$ cat src/rtl/candidate_generator.sv
// Base-36 candidate sweeper: walks {from,0..0} through {to,Z..Z} as ASCII words over a
// valid/ready handshake, with abort, done pulse and a transferred-candidate counter.
module candidate_generator #(
   parameter int unsigned LEN   = 4,
   parameter int unsigned CNT_W = 21
) (
   input  logic             clk,
   input  logic             rst,
   input  logic             start,
   input  logic [5:0]       from,
   input  logic [5:0]       to,
   input  logic             stop,
   output logic             cand_valid,
   input  logic             cand_ready,
   output logic [8*LEN-1:0] cand_data,
   output logic             busy,
   output logic             done,
   output logic             exhausted,
   output logic [CNT_W-1:0] count
);

   typedef enum logic [1:0] {StIdle, StRun, StFin} state_e;

   state_e                r_state, w_state_next;
   logic [LEN-1:0][5:0]   r_dig, w_dig_next, w_dig_inc;
   logic [5:0]            r_to, w_to_next;
   logic [CNT_W-1:0]      r_count, w_count_next;
   logic                  r_exhausted, w_exh_next;
   logic                  w_xfer;
   logic                  w_last;
   logic                  w_carry;

   assign cand_valid = (r_state == StRun);
   assign busy       = (r_state == StRun);
   assign done       = (r_state == StFin);
   assign exhausted  = r_exhausted;
   assign count      = r_count;
   assign w_xfer     = cand_valid & cand_ready;

   // Ripple increment with d[LEN-1] as the least significant digit.
   always_comb begin
      w_dig_inc = r_dig;
      w_carry   = 1'b1;
      for (int i = int'(LEN) - 1; i >= 0; i--) begin
         if (w_carry) begin
            if (r_dig[i] == 6'd35) begin
               w_dig_inc[i] = 6'd0;
            end else begin
               w_dig_inc[i] = r_dig[i] + 6'd1;
               w_carry      = 1'b0;
            end
         end
      end
   end

   always_comb begin
      w_last = (r_dig[0] == r_to);
      for (int i = 1; i < int'(LEN); i++) begin
         w_last = w_last & (r_dig[i] == 6'd35);
      end
   end

   always_comb begin
      cand_data = '0;
      for (int i = 0; i < int'(LEN); i++) begin
         if (r_dig[i] < 6'd10) begin
            cand_data[8*(int'(LEN)-1-i) +: 8] = 8'h30 + {2'b00, r_dig[i]};
         end else begin
            cand_data[8*(int'(LEN)-1-i) +: 8] = 8'h37 + {2'b00, r_dig[i]};
         end
      end
   end

   always_comb begin
      w_state_next = r_state;
      w_dig_next   = r_dig;
      w_to_next    = r_to;
      w_count_next = r_count;
      w_exh_next   = r_exhausted;
      unique case (r_state)
         StIdle: begin
            if (start) begin
               w_count_next = '0;
               w_to_next    = to;
               if ((from <= to) && (to <= 6'd35)) begin
                  w_dig_next    = '0;
                  w_dig_next[0] = from;
                  w_exh_next    = 1'b0;
                  w_state_next  = StRun;
               end else begin
                  w_exh_next   = 1'b1;
                  w_state_next = StFin;
               end
            end
         end
         StRun: begin
            if (w_xfer) begin
               w_count_next = r_count + CNT_W'(1);
               if (!stop) begin
                  if (w_last) begin
                     w_exh_next   = 1'b1;
                     w_state_next = StFin;
                  end else begin
                     w_dig_next = w_dig_inc;
                  end
               end
            end
            // An abort wins over reaching the last candidate.
            if (stop) begin
               w_exh_next   = 1'b0;
               w_state_next = StFin;
            end
         end
         StFin: begin
            w_state_next = StIdle;
         end
         default: begin
            w_state_next = StIdle;
         end
      endcase
   end

   always_ff @(posedge clk or posedge rst) begin
      if (rst) begin
         r_state     <= StIdle;
         r_dig       <= '0;
         r_to        <= '0;
         r_count     <= '0;
         r_exhausted <= 1'b0;
      end else begin
         r_state     <= w_state_next;
         r_dig       <= w_dig_next;
         r_to        <= w_to_next;
         r_count     <= w_count_next;
         r_exhausted <= w_exh_next;
      end
   end

endmodule

$ cat config.mk
export PLATFORM = sky130hd
export DESIGN_NAME = candidate_generator
export DESIGN_NICKNAME = d
export VERILOG_FILES = /design/src/rtl/candidate_generator.sv
export SDC_FILE = /design/constraint.sdc
export NUM_CORES = 1
export LEC_CHECK = 0
export CORE_UTILIZATION = 48
export CTS_CLUSTER_DIAMETER = 200
export DETAILED_ROUTE_END_ITERATION = 12
export PLACE_DENSITY = 0.82
export SYNTH_ARGS = -nofsm -noshare
export SYNTH_HDL_FRONTEND = slang
export SYNTH_SLANG_ARGS = --single-unit
$ cat constraint.sdc
create_clock -name clk -period 1.9 [get_ports clk]
set_input_delay 0.38 -clock clk [delete_from_list [all_inputs] [get_ports clk]]
set_output_delay 0.38 -clock clk [all_outputs]
set_load 0.05 [all_outputs]
==> results of run 1 <==
-- through the flow --
stage / cell area (µm²) / worst slack [ns]
global placement: 6380 / -0.811
floorplan: 4620 / -0.175
detailed placement: 6380 / -0.883
CTS: 7180 / -0.250
-- cell families after synthesis --
logic type      synth area share (%)
buf+inv                         6.39
compound gates                  18.1
mux                             4.21
fa+ha+maj                       8.42
flops                           33.7
simple gates                    21.1
other cells                   0.0934
xor+xnor                        8.07
-- Yosys cell counts (5+ instances only) --
| cell | n |
|---|---|
| mux2_2 | 7 |
| dfrtp_1 | 54 |
| nor2_1 | 35 |
| nand4_1 | 5 |
| xnor2_1 | 34 |
| nor4_1 | 7 |
| a31oi_1 | 5 |
| and3_1 | 6 |
| o21a_1 | 5 |
| a21oi_1 | 22 |
| inv_1 | 38 |
| o21ai_0 | 26 |
| nand2_1 | 52 |
| buf_4 | 5 |
| mux2i_1 | 9 |
| nand3_1 | 32 |
| clkbuf_1 | 13 |
| nor3_1 | 12 |
| o31ai_1 | 8 |
| a21o_1 | 7 |
| ha_1 | 27 |
| o211ai_1 | 5 |
-- timing repair --
| item | 4_1_cts |
|---|---|
| cloned | 0 |
| setup buffers | 45 |
| resized for setup | 133 |
| pin swaps | 50 |
| endpoints found under the setup margin | 55 |
| endpoints found under the hold margin | 0 |
==> flow_summary.ini, run 1 <==
[place]
place_congestion = 0.972
dp.cells = 734
place_hpwl_um = 9080
io_buffers = 69

[cts]
cts_sinks = 54
cts_buffers = 5
clock_path_buffers = 2
cts.htree.levels = 2
postCtsHoldBufs = 0
cts_root_buf = clkbuf_8

[outcome]
error_line = [ERROR DPL-0038] Utilization greater than 100%, impossible to legalize
haltStage = 5_1_grt
outcome = aborted with a tool error

[floorplanning]
ios = 74
rows = 32
die_w_um = 93.4
start_util_pct = 50.9
die_height_um = 93.4

[logic_synthesis]
synth-edff-count = 0
netlist_area_um2 = 4010
synth-async-reset-ratio_pct = 100
yosys-top-cells-area = dfrtp_1 (34%), ha_1 (8.4%), xnor2_1 (7.4%)
avgSynthCellArea_um2 = 8.41
synth_top_area_share_pct = 33.7
synth_top_area_cell = dfrtp_1
synth_ff_type = dfrtp_1
ys_seq_area_share_pct = 33.7
yosysWarnings = 0
netlist_instances = 477
synthDistinctLibCells = 57
ys_ff_latch = 54

[global_routing]
grt_max_degree = 29

[timing]
grt-worst-endpoint = cand_data[20]
worstEndpointType = output port
==> inputs of run 2 (changes only) <==
CORE_UTILIZATION = 40   (was 48)
CTS_CLUSTER_DIAMETER = default   (was 200)
PLACE_DENSITY = default   (was 0.82)
PLACE_DENSITY_LB_ADDON = 0.15   (was default)
clock period = 2.45 ns   (was 1.9 ns; I/O delays follow)
==> run 2 against run 1 <==
Net effect:
- synthesized cell count stayed put
- the run now ends clean
- area after synthesis did not move
==> flow_summary.ini, run 2 <==
[place]
place_congestion = 0.862
postPlaceCellArea_um2 = 5480
io_buffers = 69
dp.cells = 699
place_hpwl_um = 7470

[timing]
fin_crit_ns = 2.41
finalCritPeriodShare_pct = 98.4
rsz0062_at_grt = yes
timing.final.hold_violations = 0
maxSlewViolCount = 0
fmax_mhz = 415
setup_viol = 0
relSlewSlack_pct = 64.3
finClkSkew_ns = 0.00701
tightest_slew_ns = 0.534

[pwr]
pwr-share-clk_pct = 6.8
p_leak_nw = 2.56
pwr-share-comb_pct = 76.6
p_per_area_nw_per_um2 = 1560
p_seq_share_pct = 16.5
power.switching_w = 0.00446
p_sw_share_pct = 48.7
p_int_w = 0.00470
ir_drop_uv = 1090

[logic_synthesis]
synth-async-reset-ratio_pct = 100
yosys-top-cells-area = dfrtp_1 (34%), ha_1 (8.4%), xnor2_1 (7.4%)
yosysWarnings = 0
ys_ff_latch = 54
netlist_instances = 477
synth-edff-count = 0
synth_top_area_cell = dfrtp_1
synth_ff_type = dfrtp_1
netlist_area_um2 = 4010
synth.most_common_cell = dfrtp_1
synth_common_cells = dfrtp_1 (54), nand2_1 (52), inv_1 (38)
ys_seq_area_share_pct = 33.7
synthDistinctLibCells = 57
synth_top_area_share_pct = 33.7
avgSynthCellArea_um2 = 8.41

[drt]
num_vias = 3887
wirelength_um = 10200
vias_per_cell = 5.37
drt_iter0_drc = 142
detail-route-antenna-nets = 0
wl_per_cell_um = 14.1
remaining_drc_errors = 0
drt_first_pass_iters = 4

[critical_path]
cp_num_buf_inv = 2
cp-start-kind = primary input
end_kind = register
critPathRequiredTime_ns = 2.66
critPathMaxFanout = 6
crit_chain = clkdlybuf4s50_1, inv_2, ha_4, nand2_1, or3b_4, o31a_4, a2111o_1, o22a_2
worstPathArrival_ns = 2.62
slowest_stage = a2111o_1
critPathMaxStageDelay_ns = 0.53
crit_type = in -> reg
cp_top_family = compound AO/OA/AOI/OAI gates

[run]
cap_violations = 0

[cts]
clk_pin_slew_ns = 0.10
clk-insertion-delay-late_ns = 0.31
cts_root_buf = clkbuf_8
cts_buffers = 5
clock_path_buffers = 2
cts_tree = done
cts_sinks = 54
postCtsHoldBufs = 0
cts.htree.levels = 2

[layout]
drive_gt1_share_pct = 27.1
multi_input_area_um2 = 2660
largest_reg_flops = 24
layout_common_cells = buf_4 (55), nand2_1 (50), dfrtp_1 (50), nor2_1 (33)
final_core_util_pct = 60.4
fillCellCount = 884
layout_commonest_cell = buf_4
finalNonFillerCells = 724
synthToLayoutAreaGrowth_pct = 46.3
largest_register = r_dig
nets = 634
regArea_um2 = 1360
stdcell_area_um2 = 5870
diodes = 0

[outcome]
outcome = complete, no violations

[floorplanning]
die_height_um = 102
fp.dieArea_um2 = 10400
ios = 74
die_w_um = 102
start_util_pct = 41.3
coreArea_um2 = 9730
rows = 36

[min_path]
min_path_type = in -> async

[global_routing]
grt_pass1_vias = 3633
grt_pass1_wl_um = 16700
grt_use_total_pct = 19.9
grt_max_degree = 35
gr-total-overflow = 0
grt_antenna_before_repair = 0
[run 2: worst paths after layout]
check | start | end | slack, ns | cells past startpoint
max reg2reg | r_dig[13] | r_dig[7] | 0.24 | 8
min in group clk | r_to[0] | r_to[0] | 0.54 | 1
max | to[1] | r_dig[8] | 0.04 | 8
min | rst | count[16] | 0.51 | 2
min reg2reg | r_to[0] | r_to[0] | 0.54 | 1
max in group asynchronous | rst | r_dig[5] | 1.38 | 3
[run 2: logic make-up after synthesis]
kind of cell | synth area share (%)
adder cells (fa/ha/maj) | 8.42
other | 0.0934
multiplexers | 4.21
flip-flops | 33.7
AND/OR/NAND/NOR | 21.1
buffers and inverters | 6.39
XOR/XNOR | 8.07
AO/OA/AOI/OAI | 18.1
[run 2: worst reg2reg max path: stages, from the launching register on]
cell      delay, ns
dfrtp_2        0.44
ha_1           0.23
nor4bb_1       0.37
buf_4          0.18
nand3_1        0.12
nor4_1         0.20
buf_4          0.17
a2111o_1       0.23
mux2i_1        0.21
[run 2: what timing repair did]
action                     4_1_cts  5_1_grt
setup endpoints to repair       23       24
buffers inserted                 9        8
resized for setup               16       35
pin swaps                        7       12
[run 2: metrics by stage]
stage                     power (W)  setup TNS, ns  setup slack (ns)  hold WS (ns)
after floorplan             0.00534         -0.293           -0.0919         0.491
after global routing        0.00964        -0.0803           -0.0374         0.549
after detailed placement    0.00818          -8.04            -0.437         0.524
after global placement      0.00810          -7.41            -0.411         0.519
after CTS                   0.00898              0          0.000796         0.516
final                       0.00916              0            0.0390         0.507
[run 2: power by group through the flow]
stage	clock [W]	sequential, W	combinational (W)
floorplan	0	0.00142	0.00392
global placement	0	0.00154	0.00656
detailed placement	0	0.00155	0.00663
CTS	0.000649	0.00150	0.00684
global route	0.000679	0.00155	0.00740
finish	0.000627	0.00151	0.00702
[run 2: layout make-up]
cell class,instances,area share (%)
clock inverter,3,0.746
multi-input combinational,364,45.2
clock buffer,5,1.17
inverter,40,2.56
tap,133,2.83
timing repair buffer,125,24.4
sequential,54,23.1
[run 2: metal layers]
| metal | routed length, µm | GRT usage, % |
|---|---|---|
| met5 | 0 | 0 |
| met4 | 93 | 5.16 |
| met3 | 395 | 3.35 |
| met2 | 5010 | 34.5 |
| met1 | 4700 | 25.8 |
No activity file was read; power rests on OpenSTA's default activity.
==> inputs of run 3 (changes only) <==
CTS_CLUSTER_SIZE = 10   (was default)
==> results of run 3 <==
Same layout as run 2: the final DEF is identical, and so are final timing and power.
==> inputs of run 4 (changes only) <==
CORE_MARGIN = 2   (was default)
==> run 4 against run 3 <==
Net effect:
- global-route usage down 0.86 points
- combinational power about the same
- final cell count down 0.41%
- count of clock-buffer cells in the layout up 2
- clock skew down 0.0050 ns
- first-iteration DRC count down 12%
- hold slack better by 0.026 ns
- sequential share of layout area up 0.15 points
- maximum frequency down 0.63%
- register-to-register slack better by 0.03 ns
- clock power down 15%
- highest routed layer unchanged
==> flow_summary.ini, run 4 (synthesis results as in run 2) <==
[min_path]
hold_depth = 1
min_from = count[0]
hold_end = count[0]
min_path_type = reg -> reg

[floorplanning]
coreArea_um2 = 9770
start_util_pct = 41.1
die_w_um = 104
fp.dieArea_um2 = 10900
die_height_um = 104
ios = 74
rows = 36

[drt]
remaining_drc_errors = 0
num_vias = 3812
drt_first_pass_iters = 4
wirelength_um = 10400
drt_iter0_drc = 125
vias_per_cell = 5.29
detail-route-antenna-nets = 0
wl_per_cell_um = 14.4

[cts]
clock_path_buffers = 2
cts_sinks = 54
cts_root_buf = clkbuf_8
postCtsHoldBufs = 0
cts_tree = done
cts.htree.levels = 2
clk_pin_slew_ns = 0.10
cts_buffers = 5
clk-insertion-delay-late_ns = 0.30

[layout]
layout_common_cells = buf_4 (53), dfrtp_1 (50), nand2_1 (49), nor2_1 (33)
final_core_util_pct = 59.7
largest_reg_flops = 24
drive_gt1_share_pct = 26.7
layout_commonest_cell = buf_4
nets = 631
stdcell_area_um2 = 5840
largest_register = r_dig
diodes = 0
synthToLayoutAreaGrowth_pct = 45.4

[pwr]
p_leak_nw = 2.54
ir_drop_uv = 902
p_per_area_nw_per_um2 = 1550

[outcome]
outcome = complete, no violations

[global_routing]
grt_use_total_pct = 19.1
gr-total-overflow = 0
grt_pass1_wl_um = 17600
grt_max_degree = 55
grt_pass1_vias = 3777
grt_antenna_before_repair = 0

[critical_path]
critPathMaxFanout = 6
critPathRequiredTime_ns = 2.66
rr_worst_depth = 9
reg2reg_from = r_dig[22]
crit_type = in -> reg
rrSetupSlack_ns = 0.27
end_kind = register
timing.rr.end = r_dig[8]
cp-start-kind = primary input
worstPathArrival_ns = 2.63

[place]
io_buffers = 69
postPlaceCellArea_um2 = 5470
place_hpwl_um = 7670
place_ws_ns = -0.424
place_congestion = 0.897

[run]
cap_violations = 0

[timing]
setup_viol = 0
tightest_slew_ns = 0.539
timing.final.hold_violations = 0
holdWs_ns = 0.533
relSlewSlack_pct = 64.0
fin_crit_ns = 2.43
fin_ws_ns = 0.0236
fmax_mhz = 412
finalCritPeriodShare_pct = 99.0
rsz0062_at_grt = yes
finClkSkew_ns = 0.00201
maxSlewViolCount = 0
fin_tns_setup_ns = 0
## run 4: cell type report
| class | instances | area, µm² |
|---|---|---|
| repair buffers | 122 | 1410 |
| well taps | 133 | 166 |
| inverters | 40 | 153 |
| fillers | 852 | 3940 |
| clock buffers | 7 | 86.3 |
| multi-input cells | 364 | 2660 |
| flip-flops and latches | 54 | 1360 |
| clock inverters | 1 | 8.76 |
## run 4: how the worst max path moves through the flow
stage,slack [ns],cells past startpoint,end,start
floorplan,-0.09,6,cand_data[28],r_dig[4]
global placement,-0.39,8,r_dig[11],to[5]
detailed placement,-0.42,8,r_dig[11],to[4]
CTS,0.002,8,cand_data[28],r_dig[5]
global route,-0.08,7,cand_data[20],r_dig[10]
finish,0.02,7,r_dig[8],from[1]
## run 4: repair_timing
item | CTS | global route
setup endpoints to repair | 21 | 26
pin swaps | 6 | 14
endpoints found under the hold margin | 0 | 0
setup buffers | 4 | 11
gates resized for setup | 21 | 34
## run 4: stage by stage
stage	std cells	power, W
after CTS	710	0.00883
final	721	0.00907
after global placement	698	0.00807
after floorplan	480	0.00534
after global routing	721	0.00959
after detailed placement	698	0.00817
## run 4: power by group
group,switching [W],internal (W),leakage [nW]
Sequential,0.000356,0.00115,0.700
Clock,0.000298,0.000234,0.0489
Combinational,0.00380,0.00323,1.79
Total,0.00446,0.00461,2.54
## run 4: layer usage
layer,vias to the layer above,part of all wire (%),GRT usage (%)
li1,1904,-,-
met3,13,4.5,3.88
met1,1812,45,24.6
met4,0,1.2,3.76
met5,-,0,0
met2,83,49,33.3
## run 4: critical path, cell delays in order
cell and delay [ns]:
clkdlybuf4s50_1 0.45, ha_1 0.33, nand2_1 0.08, or3b_4 0.39, o31a_4 0.14, a2111o_1 0.53
o22a_2 0.22
